File: src/rtl/boot_loader.sv
// Boot loader: copies a program image from the boot ROM into main memory,
// optionally reads it back for comparison, then pulses cpu_start to the Control Unit.
module boot_loader #(
  parameter int                    ADDR_WIDTH  = 32,
  parameter int                    DATA_WIDTH  = 32,
  parameter int                    IMAGE_WORDS = 16,
  parameter logic [ADDR_WIDTH-1:0] BASE_ADDR   = '0,
  parameter int                    WE_CYCLES   = 1,
  parameter int                    VERIFY      = 1,
  parameter int                    AUTO_START  = 1
) (
  input  logic                  clock,
  input  logic                  reset_n,
  input  logic                  start,
  output logic [ADDR_WIDTH-1:0] rom_addr,
  output logic                  rom_rd,
  input  logic [DATA_WIDTH-1:0] rom_data,
  output logic [ADDR_WIDTH-1:0] mem_addr,
  output logic [DATA_WIDTH-1:0] mem_wdata,
  input  logic [DATA_WIDTH-1:0] mem_rdata,
  output logic                  mem_cs_n,
  output logic                  mem_we_n,
  output logic                  mem_oe_n,
  output logic                  busy,
  output logic                  done,
  output logic                  cpu_start,
  output logic                  error,
  output logic [ADDR_WIDTH-1:0] err_addr
);

  localparam int CW = $clog2(IMAGE_WORDS + 1);
  localparam int WW = (WE_CYCLES > 1) ? $clog2(WE_CYCLES) : 1;
  localparam logic [CW-1:0] LAST_WORD = CW'(IMAGE_WORDS - 1);
  localparam logic [WW-1:0] LAST_WE   = WW'(WE_CYCLES - 1);

  typedef enum logic [2:0] {
    S_IDLE, S_FETCH, S_WAIT, S_WRITE, S_VREAD, S_VCMP, S_DONE, S_FAIL
  } state_t;

  state_t                r_state, w_nextState;
  logic [CW-1:0]         r_wordCnt, w_nextCnt;
  logic [WW-1:0]         r_weCnt, w_nextWeCnt;
  logic [DATA_WIDTH-1:0] r_data, w_nextData;
  logic                  r_autoPending;
  logic [ADDR_WIDTH-1:0] r_romAddr, w_romAddr, r_memAddr, w_memAddr, r_errAddr, w_errAddr;
  logic [DATA_WIDTH-1:0] r_memWdata, w_memWdata;
  logic                  r_romRd, w_romRd, r_csN, w_csN, r_weN, w_weN, r_oeN, w_oeN;
  logic                  r_busy, w_busy, r_done, w_done, r_cpuStart, w_cpuStart;
  logic                  r_error, w_error;

  always_ff @(posedge clock or negedge reset_n) begin
    if (!reset_n) begin
      r_state       <= S_IDLE;
      r_wordCnt     <= '0;
      r_weCnt       <= '0;
      r_data        <= '0;
      r_autoPending <= (AUTO_START != 0);
      r_romAddr     <= '0;
      r_memAddr     <= '0;
      r_memWdata    <= '0;
      r_errAddr     <= '0;
      r_romRd       <= 1'b0;
      r_csN         <= 1'b1;
      r_weN         <= 1'b1;
      r_oeN         <= 1'b1;
      r_busy        <= 1'b0;
      r_done        <= 1'b0;
      r_cpuStart    <= 1'b0;
      r_error       <= 1'b0;
    end else begin
      r_state       <= w_nextState;
      r_wordCnt     <= w_nextCnt;
      r_weCnt       <= w_nextWeCnt;
      r_data        <= w_nextData;
      r_autoPending <= 1'b0;
      r_romAddr     <= w_romAddr;
      r_memAddr     <= w_memAddr;
      r_memWdata    <= w_memWdata;
      r_errAddr     <= w_errAddr;
      r_romRd       <= w_romRd;
      r_csN         <= w_csN;
      r_weN         <= w_weN;
      r_oeN         <= w_oeN;
      r_busy        <= w_busy;
      r_done        <= w_done;
      r_cpuStart    <= w_cpuStart;
      r_error       <= w_error;
    end
  end

  always_comb begin
    w_nextState = r_state;
    w_nextCnt   = r_wordCnt;
    w_nextWeCnt = r_weCnt;
    w_nextData  = r_data;
    w_errAddr   = r_errAddr;
    case (r_state)
      S_IDLE:
        if (start || r_autoPending) begin
          w_nextState = S_FETCH;
          w_nextCnt   = '0;
        end
      S_FETCH: w_nextState = S_WAIT;
      S_WAIT: begin
        w_nextState = S_WRITE;
        w_nextData  = rom_data;
        w_nextWeCnt = '0;
      end
      S_WRITE:
        if (r_weCnt != LAST_WE) begin
          w_nextWeCnt = r_weCnt + 1'b1;
        end else if (r_wordCnt != LAST_WORD) begin
          w_nextCnt   = r_wordCnt + 1'b1;
          w_nextState = S_FETCH;
        end else if (VERIFY != 0) begin
          w_nextCnt   = '0;
          w_nextState = S_VREAD;
        end else begin
          w_nextState = S_DONE;
        end
      S_VREAD: w_nextState = S_VCMP;
      S_VCMP:
        if (rom_data != mem_rdata) begin
          w_nextState = S_FAIL;
          w_errAddr   = BASE_ADDR + ADDR_WIDTH'(r_wordCnt);
        end else if (r_wordCnt != LAST_WORD) begin
          w_nextCnt   = r_wordCnt + 1'b1;
          w_nextState = S_VREAD;
        end else begin
          w_nextState = S_DONE;
        end
      S_DONE, S_FAIL:
        if (start) begin
          w_nextState = S_FETCH;
          w_nextCnt   = '0;
          w_errAddr   = '0;
        end
      default: w_nextState = S_IDLE;
    endcase

    // Outputs are registered, so they are derived from the state being entered.
    w_romRd    = 1'b0;
    w_romAddr  = r_romAddr;
    w_memAddr  = r_memAddr;
    w_memWdata = r_memWdata;
    w_csN      = 1'b1;
    w_weN      = 1'b1;
    w_oeN      = 1'b1;
    case (w_nextState)
      S_FETCH: begin
        w_romRd   = 1'b1;
        w_romAddr = ADDR_WIDTH'(w_nextCnt);
      end
      S_WRITE: begin
        w_csN      = 1'b0;
        w_weN      = 1'b0;
        w_memAddr  = BASE_ADDR + ADDR_WIDTH'(w_nextCnt);
        w_memWdata = w_nextData;
      end
      S_VREAD: begin
        w_romRd   = 1'b1;
        w_romAddr = ADDR_WIDTH'(w_nextCnt);
        w_csN     = 1'b0;
        w_oeN     = 1'b0;
        w_memAddr = BASE_ADDR + ADDR_WIDTH'(w_nextCnt);
      end
      S_VCMP: begin
        w_csN = 1'b0;
        w_oeN = 1'b0;
      end
      default: ;
    endcase
    w_busy     = (w_nextState == S_FETCH) || (w_nextState == S_WAIT) || (w_nextState == S_WRITE)
              || (w_nextState == S_VREAD) || (w_nextState == S_VCMP);
    w_done     = (w_nextState == S_DONE);
    w_cpuStart = (w_nextState == S_DONE) && (r_state != S_DONE);
    w_error    = (w_nextState == S_FAIL);
  end

  assign rom_addr  = r_romAddr;
  assign rom_rd    = r_romRd;
  assign mem_addr  = r_memAddr;
  assign mem_wdata = r_memWdata;
  assign mem_cs_n  = r_csN;
  assign mem_we_n  = r_weN;
  assign mem_oe_n  = r_oeN;
  assign busy      = r_busy;
  assign done      = r_done;
  assign cpu_start = r_cpuStart;
  assign error     = r_error;
  assign err_addr  = r_errAddr;

endmodule

File: config.mk
export PLATFORM = sky130hd
export DESIGN_NAME = boot_loader
export DESIGN_NICKNAME = d
export VERILOG_FILES = /design/src/rtl/boot_loader.sv
export SDC_FILE = /design/constraint.sdc
export NUM_CORES = 1
export LEC_CHECK = 0
export BUFFER_PORTS_ARGS = -buffer_cell sky130_fd_sc_hd__buf_4
export CORE_ASPECT_RATIO = 0.75
export CORE_MARGIN = 2
export CORE_UTILIZATION = 45
export CTS_CLUSTER_SIZE = 30
export DETAILED_ROUTE_END_ITERATION = 10
export PLACE_DENSITY = 0.81
export SLEW_MARGIN = 20
export SYNTH_ARGS = -nofsm -noshare
export SYNTH_HDL_FRONTEND = slang
export SYNTH_SLANG_ARGS = --single-unit
File: constraint.sdc
create_clock -name clock -period 3.7 [get_ports clock]
set_clock_uncertainty 0.05 [all_clocks]
set_input_delay 0.37 -clock clock [delete_from_list [all_inputs] [get_ports clock]]
set_output_delay 0.37 -clock clock [all_outputs]
set_load 0.05 [all_outputs]
==> run_results.csv, run 1 <==
group,metric,value,unit
grt,globalRouteOverflowTotal,0,
worst_setup_path,worstRegToRegCells,9,
layout,num_antenna_cells,0,
worst_setup_path,setup.worst_path.start_class,"flop",
cts,htreeDepth,3,
worst_setup_path,crit_arrival,2.61,ns
worst_setup_path,crit_path_max_fanout,7,
cts,tritoncts,"yes",
worst_setup_path,r2r_slack,1.25,ns
timing,max_freq,0.407,GHz
floorplan,die_w,111,um
worst_setup_path,path_cells,"ha_1, nand3_1, nor2_1, inv_1, ha_1, nor2_1, nand3_1, nand3b_1, mux2_2",
power_and_ir_drop,power_frac_comb,54.0,%
run_status,status,"complete, no violations",
timing,finalCriticalPeriod,2.45,ns
timing,finalCritPeriodShare,66.3,%
logic_synthesis,synth_top_cell_by_area,"dfrtp_1",
power_and_ir_drop,p_per_area,863,mW/mm2
logic_synthesis,synth_ff_type,"dfrtp_1",
grt,track_usage,20.7,%
power_and_ir_drop,ir_drop,455,uV
worst_setup_path,crit_required,3.86,ns
timing,relSlewSlack,29.4,%
worst_setup_path,endpoint_kind,"flop",
power_and_ir_drop,p_int,2.04,mW
timing,setup_viol,0,
drt,routed_wl,9840,um
logic_synthesis,async_reset_ff_share,100,%
power_and_ir_drop,p_switching,2.11,mW
timing,drv_slew,0,
placed_design,io_buffers,121,
grt,grt_max_degree,65,
logic_synthesis,syn_inst,428,
logic_synthesis,synth_area,0.00387,mm2
worst_setup_path,critPathMaxStageDelay,0.42,ns
drt,ant_nets,0,
layout,drive_gt1_share,29.5,%
worst_setup_path,critPathLaunch,"r_wordCnt[0]$_DFF_PN0_",
floorplan,core_area,0.00842,mm2
floorplan,die_y,84.3,um
layout,fin_util,57.2,%
drt,drtIter0Drc,145,
layout,most-common-layout-cells,"buf_4 (122), nand2_1 (112), conb_1 (82)",
worst_setup_path,cp_top_family,"simple AND/OR/NAND/NOR gates",
logic_synthesis,yosys_warnings,0,
cts,insertion_delay,0.33,ns
worst_setup_path,crit_buf_inv,1,
power_and_ir_drop,switching_share,50.8,%
drt,drc_errors,0,
job,maxCapViolations,0,
drt,drtPass1Iterations,5,
worst_setup_path,cp-endpoint,"rom_addr[0]$_DFFE_PN0P_",
cts,cts_resized,0,
timing,tightest_slew,1.06,ns
cts,cts-root-buf,"clkbuf_16",
logic_synthesis,yosys.area.top_type_share,38.8,%
worst_setup_path,regToRegEndpoint,"rom_addr[0]$_DFFE_PN0P_",
cts,post-cts-setup-buffers,0,
worst_setup_path,path_class,"flop to flop",
grt,antenna_found_initial,0,
timing,rsz0062_at_grt,"false",
worst_setup_path,crit_slowest_cell,"dfrtp_1",
grt,grt_pass1_vias,2981,
timing,finalSetupTns,0,ns
timing,finalHoldViolCount,0,
logic_synthesis,synth_seq_area_share,41.5,%
grt,grt_pass1_wl,15300,um
worst_hold_path,hp-class,"input port to asynchronous set/reset pin",
placed_design,gp_congestion,0.888,
cts,cts_made_buffers,9,
floorplan,dieArea,0.00936,mm2
logic_synthesis,syn_avg_cell_area,9.04,um2
layout,area_growth,24.5,%
logic_synthesis,ys_ff_latch,64,
power_and_ir_drop,clkPwrFrac,18.3,%
cts,cts.clk_slew.worst_paths,0.06,ns
floorplan,initial_core_util,45.9,%
cts,cts_max_path_buffers,2,
logic_synthesis,synthDistinctLibCells,55,
worst_setup_path,cp.depth,9,
floorplan,std_cell_rows,29,
layout,fin_nets,614,
floorplan,num_io_pins,203,
power_and_ir_drop,power.leakage,2.49,nW
drt,routedWlPerCell,14.9,um
logic_synthesis,synth_area_leaders,"dfrtp_1 (39%), buf_4 (16%), nand2_1 (11%), xnor2_1 (7.5%), dfstp_2 (2.7%)",
layout,final_common_cell,"buf_4",
worst_setup_path,r2r_start,"r_wordCnt[0]$_DFF_PN0_",
power_and_ir_drop,pwr-share-seq,27.6,%
cts,postCtsHoldBufs,0,
drt,vias,3166,
drt,vias_per_cell,4.81,
logic_synthesis,synth_edf_count,0,
placed_design,place_hpwl,7670,um
cts,numClockSinks,64,
## registers in the layout, summed over array words and instances, names as in the netlist, 3 cells and up
signal,flops
err_addr,5
mem_addr,5
mem_wdata,32
r_state,3
r_wordCnt,5
rom_addr,5
## power by group through the flow
stage | Clock, mW | Combinational, mW | Sequential [mW]
final | 0.762 | 2.24 | 1.15
after CTS | 0.780 | 2.25 | 1.15
after global placement | 0 | 2.21 | 1.15
after floorplan | 0 | 0.883 | 1.93
after global routing | 0.807 | 2.37 | 1.18
after detailed placement | 0 | 2.25 | 1.15
## synth_stat cells, drive strengths merged (2+ instances only)
cell type and count:
dfstp 4, o31ai 3, o22ai 3, a211oi 4, mux2i 4, clkbuf 9, dfrtp 60, xnor2 33
buf 88, o21ai 4, nand4 17, nor4 4, inv 11, nor2b 5, mux2 6, nand3 12
ha 2, nand2 112, and2 5, a21oi 8, nor2 11, a211o 2
## cell type report
cell class	count	area, um2
multi-input cells	337	1840
well taps	108	135
inverters	11	41.3
flip-flops and latches	64	1610
fillers	760	3600
clock inverters	7	47.5
clock buffers	9	225
repair buffers	122	916
## worst min path at each step
stage,slack (ns),from,cells past startpoint,to
after floorplan,0.02,reset_n,0,busy$_DFF_PN0_
after global placement,0.41,mem_wdata[16]$_DFFE_PN0P_,2,mem_wdata[16]$_DFFE_PN0P_
after detailed placement,0.41,mem_wdata[4]$_DFFE_PN0P_,2,mem_wdata[4]$_DFFE_PN0P_
after CTS,0.11,reset_n,1,mem_wdata[27]$_DFFE_PN0P_
after global routing,0.15,reset_n,1,cpu_start$_DFF_PN0_
final,0.07,reset_n,1,cpu_start$_DFF_PN0_
## kinds of logic (layout without fill, tap and decap cells)
| group | after synthesis | count (layout) | share of synthesized area, % |
|---|---|---|---|
| AOI/OAI and AO/OA | 35 | 35 | 6.83 |
| adders and majority gates | 2 | 2 | 0.647 |
| xor gates and xnor gates | 33 | 33 | 7.47 |
| and+or+nand+nor | 175 | 175 | 21.6 |
| DFF | 64 | 64 | 41.5 |
| other | 1 | 82 | 0.0970 |
| buffers and inverters | 108 | 149 | 18.7 |
| muxes | 10 | 10 | 3.07 |
## metal layers
layer | up-vias | global-route usage, % | share of wire [%]
li1 | 1480 | - | -
met1 | 1509 | 28.3 | 44
met2 | 170 | 32.8 | 46
met3 | 7 | 5.70 | 7.9
met4 | 0 | 5.95 | 1.1
met5 | - | 0 | 0
## stage by stage
stage          area [um2]  setup WS (ns)  total power [mW]  std cells  hold slack, ns
2_1_floorplan        4170           1.67              2.81        509          0.0244
3_3_place_gp         4540           1.17              3.36        642           0.408
3_5_place_dp         4540           1.13              3.40        642           0.413
4_1_cts              4820           1.29              4.18        658           0.112
5_1_grt              4820           1.11              4.36        658           0.146
6_report             4820           1.25              4.15        658          0.0735
No activity file was read; power rests on OpenSTA's default activity.
==> run 2, diff against run 1 <==
--- a/config.mk
+++ b/config.mk
@@ -5,13 +5,14 @@
 export SDC_FILE = /design/constraint.sdc
 export NUM_CORES = 1
 export LEC_CHECK = 0
+export ABC_AREA = 1
 export BUFFER_PORTS_ARGS = -buffer_cell sky130_fd_sc_hd__buf_4
 export CORE_ASPECT_RATIO = 0.75
 export CORE_MARGIN = 2
-export CORE_UTILIZATION = 45
+export CORE_UTILIZATION = 41
 export CTS_CLUSTER_SIZE = 30
 export DETAILED_ROUTE_END_ITERATION = 10
-export PLACE_DENSITY = 0.81
+export PLACE_DENSITY = 0.77
 export SLEW_MARGIN = 20
 export SYNTH_ARGS = -nofsm -noshare
 export SYNTH_HDL_FRONTEND = slang
==> constraint.sdc (replaced) <==
create_clock -name clock -period 2.1 [get_ports clock]
set_clock_uncertainty 0.05 [all_clocks]
set_input_delay 0.21 -clock clock [delete_from_list [all_inputs] [get_ports clock]]
set_output_delay 0.21 -clock clock [all_outputs]
set_load 0.05 [all_outputs]
==> run 2 against run 1 <==
Highest routed layer unchanged. Critical path depth increased by 2. Final cell count increased by 17%. Worst setup slack lost 1.0 ns. Sequential cell count is the same. Sequential share of layout area down 1.2 points. Wire length fell by 3.6%. Die area is 11% higher. Synthesized cell count grew 18%.
==> run_results.csv, run 2 <==
group,metric,value,unit
floorplan,core_area,0.00916,mm2
logic_synthesis,syn_avg_cell_area,7.74,um2
floorplan,std_cell_rows,30,
drt,drtIter0Drc,174,
layout,num_antenna_cells,0,
grt,grt_max_degree,65,
logic_synthesis,synth_ff_type,"dfrtp_1",
grt,grt_pass1_wl,14800,um
worst_setup_path,crit_required,2.31,ns
layout,stdcell_area,0.00499,mm2
drt,drtPass1Iterations,4,
timing,finalCriticalPeriod,1.87,ns
cts,numClockSinks,64,
logic_synthesis,yosys.area.top_type_share,38.3,%
timing,whs,0.0451,ns
logic_synthesis,yosys_warnings,0,
floorplan,die_w,117,um
placed_design,place_area,0.00468,mm2
floorplan,initial_core_util,42.8,%
logic_synthesis,ys_ff_latch,64,
logic_synthesis,synth.most_common_cell,"nand2_1",
cts,cts_made_buffers,9,
layout,final_common_cell,"nand2_1",
drt,routed_wl,9480,um
worst_setup_path,crit_slowest_cell,"dfrtp_1",
worst_hold_path,hp-class,"input port to flop",
timing,drv_slew,0,
layout,most-common-layout-cells,"nand2_1 (198), buf_4 (125), conb_1 (82)",
worst_setup_path,setup.worst_path.start_class,"flop",
floorplan,die_y,88.7,um
cts,cts-root-buf,"clkbuf_16",
logic_synthesis,synth_seq_area_share,41.0,%
layout,drive_gt1_share,26.1,%
worst_setup_path,path_class,"flop to flop",
layout,area_growth,27.2,%
drt,dr_wl_met3,744,um
cts,htreeDepth,3,
worst_setup_path,crit_path_max_fanout,6,
job,maxCapViolations,0,
floorplan,num_io_pins,203,
layout,largest_reg_flops,32,
logic_synthesis,netlist_top_cells_count,"nand2_1 (198), buf_4 (83), dfrtp_1 (60)",
logic_synthesis,synth_area_leaders,"dfrtp_1 (38%), nand2_1 (19%), buf_4 (16%), xnor2_1 (5.4%), inv_1 (3.6%)",
grt,grt_pass1_vias,3123,
timing,finalHoldViolCount,0,
timing,tightest_slew,0.805,ns
drt,vias_per_cell,4.35,
layout,fin_util,54.5,%
logic_synthesis,synth_top_cell_by_area,"dfrtp_1",
logic_synthesis,syn_inst,507,
drt,vias,3340,
worst_setup_path,path_cells,"ha_1, nand3_1, nor2_1, inv_2, a221oi_4, nand2_2, nand2_4, nand3_4, nand2_4, nand2_1, nand2_1",
placed_design,place_hpwl,7390,um
drt,ant_nets,0,
cts,cts_max_path_buffers,2,
power_and_ir_drop,ir_drop,963,uV
timing,relSlewSlack,46.3,%
drt,wl_met2,4180,um
logic_synthesis,synth_area,0.00392,mm2
run_status,status,"complete, no violations",
drt,met1_length,4460,um
placed_design,io_buffers,121,
power_and_ir_drop,p_per_area,1560,mW/mm2
grt,antenna_found_initial,0,
placed_design,gp_congestion,0.881,
power_and_ir_drop,power.leakage,2.77,nW
cts,insertion_delay,0.33,ns
cts,post-cts-setup-buffers,0,
cts,tritoncts,"yes",
cts,cts.clk_slew.worst_paths,0.06,ns
logic_synthesis,synth_edf_count,0,
timing,max_freq,0.536,GHz
drt,drc_errors,0,
timing,setup_viol,0,
worst_setup_path,endpoint_kind,"flop",
layout,fin_nets,704,
floorplan,dieArea,0.0104,mm2
worst_setup_path,crit_arrival,2.07,ns
grt,globalRouteOverflowTotal,0,
drt,routedWlPerCell,12.3,um
timing,finalCritPeriodShare,88.8,%
logic_synthesis,synthDistinctLibCells,32,
layout,fillerInstances,854,
worst_setup_path,critPathMaxStageDelay,0.38,ns
logic_synthesis,async_reset_ff_share,100,%
drt,top_layer,"met4",
timing,rsz0062_at_grt,"true",
grt,track_usage,18.9,%
[run 2: worst max-delay path: cells and delay by family (launching register included)]
family,cells,cell delay (ns)
buffers and inverters,1,0.11
adder cells (fa/ha/maj),1,0.20
flip-flops,1,0.38
AND/OR/NAND/NOR,8,0.82
AO/OA/AOI/OAI,1,0.23
[run 2: repair_timing]
action	4_1_cts	5_1_grt
endpoints found under the hold margin	60	0
gates resized for setup	0	3
endpoints found under the setup margin	0	2
hold buffers	1	0
[run 2: power breakdown]
| part | internal (mW) | total [mW] | switching, mW |
|---|---|---|---|
| registers | 1.74 | 2.05 | 0.308 |
| clock network | 0.944 | 1.45 | 0.504 |
| logic | 1.18 | 4.30 | 3.11 |
[run 2: logic make-up (layout without fill, tap and decap cells)]
logic type                 Yosys count  count (layout)  synth area share, %
and+or+nand+nor                    260             260                 27.9
other                                1              82               0.0956
xor gates and xnor gates            26              26                 5.81
DFF                                 64              64                 41.0
adders and majority gates            2               2                0.638
AOI/OAI and AO/OA                   22              22                 4.02
buffers and inverters              132             184                 20.6
[run 2: worst paths after layout]
path / from / to / slack, ns / cells past startpoint
worst max-delay path: r_wordCnt[0]$_DFF_PN0_ / mem_addr[2]$_DFFE_PN0P_ / 0.23 / 11
worst min-delay path: rom_data[1] / mem_wdata[1]$_DFFE_PN0P_ / 0.05 / 3
worst max register to register: r_wordCnt[0]$_DFF_PN0_ / mem_addr[2]$_DFFE_PN0P_ / 0.23 / 11
worst min register to register: mem_wdata[26]$_DFFE_PN0P_ / mem_wdata[26]$_DFFE_PN0P_ / 0.43 / 2
max in group asynchronous: reset_n / cpu_start$_DFF_PN0_ / 1.00 / 2
min in group asynchronous: reset_n / mem_wdata[27]$_DFFE_PN0P_ / 0.48 / 2
[run 2: routing by layer]
metal,vias up,global-route usage (%)
met3,12,5.96
met4,0,7.27
met5,-,0
met1,1553,26.2
li1,1634,-
met2,141,27.6
[run 2: layout make-up]
cell class,count,area (um2),share of cell area (%)
Clock buffer,12,246,4.94
Clock inverter,4,45.0,0.902
Tap cell,128,160,3.21
Timing Repair Buffer,126,948,19.0
Inverter,42,158,3.16
Multi-Input combinational cell,392,1830,36.6
Sequential cell,64,1610,32.2
[run 2: through the flow]
step / total power, mW / worst slack (ns) / TNS (ns) / std cells
2_1_floorplan: 5.20 / 0.464 / 0 / 588
3_3_place_gp: 6.29 / 0.172 / 0 / 751
3_5_place_dp: 6.35 / 0.204 / 0 / 751
4_1_cts: 7.84 / 0.223 / 0 / 768
5_1_grt: 8.31 / -0.000239 / -0.000239 / 768
6_report: 7.79 / 0.235 / 0 / 768
==> run 3, diff against run 2 <==
--- a/config.mk
+++ b/config.mk
@@ -9,10 +9,10 @@
 export BUFFER_PORTS_ARGS = -buffer_cell sky130_fd_sc_hd__buf_4
 export CORE_ASPECT_RATIO = 0.75
 export CORE_MARGIN = 2
-export CORE_UTILIZATION = 41
+export CORE_UTILIZATION = 45
 export CTS_CLUSTER_SIZE = 30
 export DETAILED_ROUTE_END_ITERATION = 10
-export PLACE_DENSITY = 0.77
+export PLACE_DENSITY = 0.81
 export SLEW_MARGIN = 20
 export SYNTH_ARGS = -nofsm -noshare
 export SYNTH_HDL_FRONTEND = slang
==> constraint.sdc (replaced) <==
create_clock -name clock -period 2.4 [get_ports clock]
set_clock_uncertainty 0.05 [all_clocks]
set_input_delay 0.24 -clock clock [delete_from_list [all_inputs] [get_ports clock]]
set_output_delay 0.24 -clock clock [all_outputs]
set_load 0.05 [all_outputs]
==> run 3 against run 2 <==
Via count is 1.7% lower. Sequential cell count unchanged. Die area decreased by 8.5%. Final cell count fell by 2.9%. Register-to-register slack improved by 0.25 ns. Wire length grew 0.98%. Fmax shrank 2.5%. First-iteration DRC count grew 4.6%. Cell area decreased by 0.28%. Critical path depth is 1 lower. Worst setup slack better by 0.25 ns.
==> run_results.csv, run 3 (synthesized netlist as in run 2, its figures left out) <==
group,metric,value,unit
run_status,status,"complete, no violations",
worst_setup_path,crit_path_max_fanout,6,
worst_setup_path,r2r_start,"r_state[1]$_DFF_PN0_",
worst_setup_path,endpoint_kind,"flop",
worst_setup_path,crit_required,2.57,ns
power_and_ir_drop,p_per_area,1400,mW/mm2
timing,worst_slack,0.487,ns
layout,instances_no_fill,746,
layout,fin_nets,702,
timing,tightest_slew,0.805,ns
power_and_ir_drop,ir_drop,822,uV
worst_setup_path,path_class,"flop to flop",
worst_hold_path,hp-class,"input port to flop",
timing,rsz0062_at_grt,"false",
grt,globalRouteOverflowTotal,0,
timing,relSlewSlack,46.3,%
timing,max_freq,0.523,GHz
cts,cts_made_buffers,9,
layout,num_antenna_cells,0,
grt,grt_max_degree,65,
drt,drc_errors,0,
power_and_ir_drop,power_frac_comb,53.2,%
placed_design,dpl_worst_slack,0.422,ns
drt,ant_nets,0,
floorplan,num_io_pins,203,
placed_design,dp_cells,729,
layout,fillerInstances,775,
worst_setup_path,setup.worst_path.start_class,"flop",
grt,antenna_found_initial,0,
power_and_ir_drop,power.leakage,2.78,nW
power_and_ir_drop,p_int,3.48,mW
cts,numClockSinks,64,
floorplan,std_cell_rows,29,
floorplan,die_w,112,um
job,maxCapViolations,0,
timing,finalCriticalPeriod,1.91,ns
grt,grt_pass1_wl,15200,um
placed_design,io_buffers,121,
power_and_ir_drop,clkPwrFrac,20.8,%
placed_design,place_hpwl,7350,um
floorplan,initial_core_util,46.4,%
layout,final_common_cell,"nand2_1",
worst_setup_path,critPathLaunch,"r_state[1]$_DFF_PN0_",
timing,whs,0.0710,ns
cts,htreeDepth,3,
timing,finalHoldViolCount,0,
drt,drtIter0Drc,182,
worst_setup_path,crit_arrival,2.08,ns
floorplan,dieArea,0.00949,mm2
floorplan,die_y,84.9,um
layout,area_growth,26.9,%
drt,routedWlPerCell,12.8,um
layout,drive_gt1_share,25.9,%
timing,finalCritPeriodShare,79.7,%
timing,drv_slew,0,
layout,largest_reg_flops,32,
power_and_ir_drop,p_switching,3.47,mW
cts,insertion_delay,0.33,ns
floorplan,core_area,0.00845,mm2
layout,most-common-layout-cells,"nand2_1 (198), buf_4 (123), conb_1 (82)",
drt,drtPass1Iterations,5,
grt,grt_pass1_vias,3043,
timing,finalSetupTns,0,ns
drt,routed_wl,9570,um
placed_design,gp_congestion,0.875,
drt,vias,3282,
worst_hold_path,hp-start,"rom_data[15]",
grt,track_usage,20.4,%
cts,cts_max_path_buffers,2,
cts,cts.clk_slew.worst_paths,0.06,ns
cts,tritoncts,"yes",
power_and_ir_drop,pwr-share-seq,26.0,%
drt,vias_per_cell,4.40,
power_and_ir_drop,switching_share,49.9,%
cts,cts-root-buf,"clkbuf_16",
cts,cts_resized,0,
timing,setup_viol,0,
## run 3: timing repair
| item | in CTS | in global routing |
|---|---|---|
| buffers inserted | 0 | 0 |
| hold buffers | 1 | 0 |
| endpoints found under the hold margin | 60 | 0 |
## run 3: metal layers
metal  share of wire (%)  GRT usage, %  vias up  routed length [um]
met2                  45          30.6      133                4290
met3                 6.8          5.14       11                 653
met1                  47          29.8     1509                4520
li1                    -             -     1629                   -
met5                   0             0        -                   0
met4                 1.1          5.50        0                 107
## run 3: worst paths after layout
kind	endpoint	slack, ns	cells after the start
hold / removal	mem_wdata[15]$_DFFE_PN0P_	0.07	3
max in group asynchronous	r_state[0]$_DFF_PN0_	1.28	2
setup / recovery	rom_addr[1]$_DFFE_PN0P_	0.49	10
min in group asynchronous	mem_wdata[28]$_DFFE_PN0P_	0.50	2
hold reg to reg	mem_wdata[25]$_DFFE_PN0P_	0.43	2
setup reg to reg	rom_addr[1]$_DFFE_PN0P_	0.49	10
## run 3: critical path: stages (launching register included)
cell     delay [ns]
dfrtp_1        0.42
inv_1          0.14
nand3_2        0.16
nand4_1        0.22
inv_2          0.07
nor2_1         0.17
inv_2          0.08
a21oi_4        0.18
inv_1          0.15
nand2_1        0.09
nand2_1        0.06
## run 3: stage by stage
| stage | power (mW) | utilization (%) | cell area [um2] |
|---|---|---|---|
| global route | 7.35 | 58.9 | 4980 |
| global placement | 5.47 | 54.8 | 4640 |
| detailed placement | 5.51 | 54.8 | 4640 |
| CTS | 6.99 | 58.9 | 4980 |
| finish | 6.95 | 58.9 | 4980 |
| floorplan | 4.55 | - | 4230 |
## run 3: layout make-up
cell class                      count  area, um2  area share, %
Sequential cell                    64       1610           32.3
Tap cell                          108        135           2.71
Multi-Input combinational cell    392       1810           36.4
Clock inverter                      5       78.8           1.58
Timing Repair Buffer              124        933           18.8
Clock buffer                       11        253           5.08
Inverter                           42        158           3.17
## run 3: power by group through the flow
| stage | clock (mW) | sequential (mW) | combinational (mW) |
|---|---|---|---|
| 2_1_floorplan | 0 | 3.05 | 1.50 |
| 3_3_place_gp | 0 | 1.80 | 3.67 |
| 3_5_place_dp | 0 | 1.81 | 3.71 |
| 4_1_cts | 1.48 | 1.80 | 3.71 |
| 5_1_grt | 1.52 | 1.85 | 3.97 |
| 6_report | 1.44 | 1.81 | 3.70 |
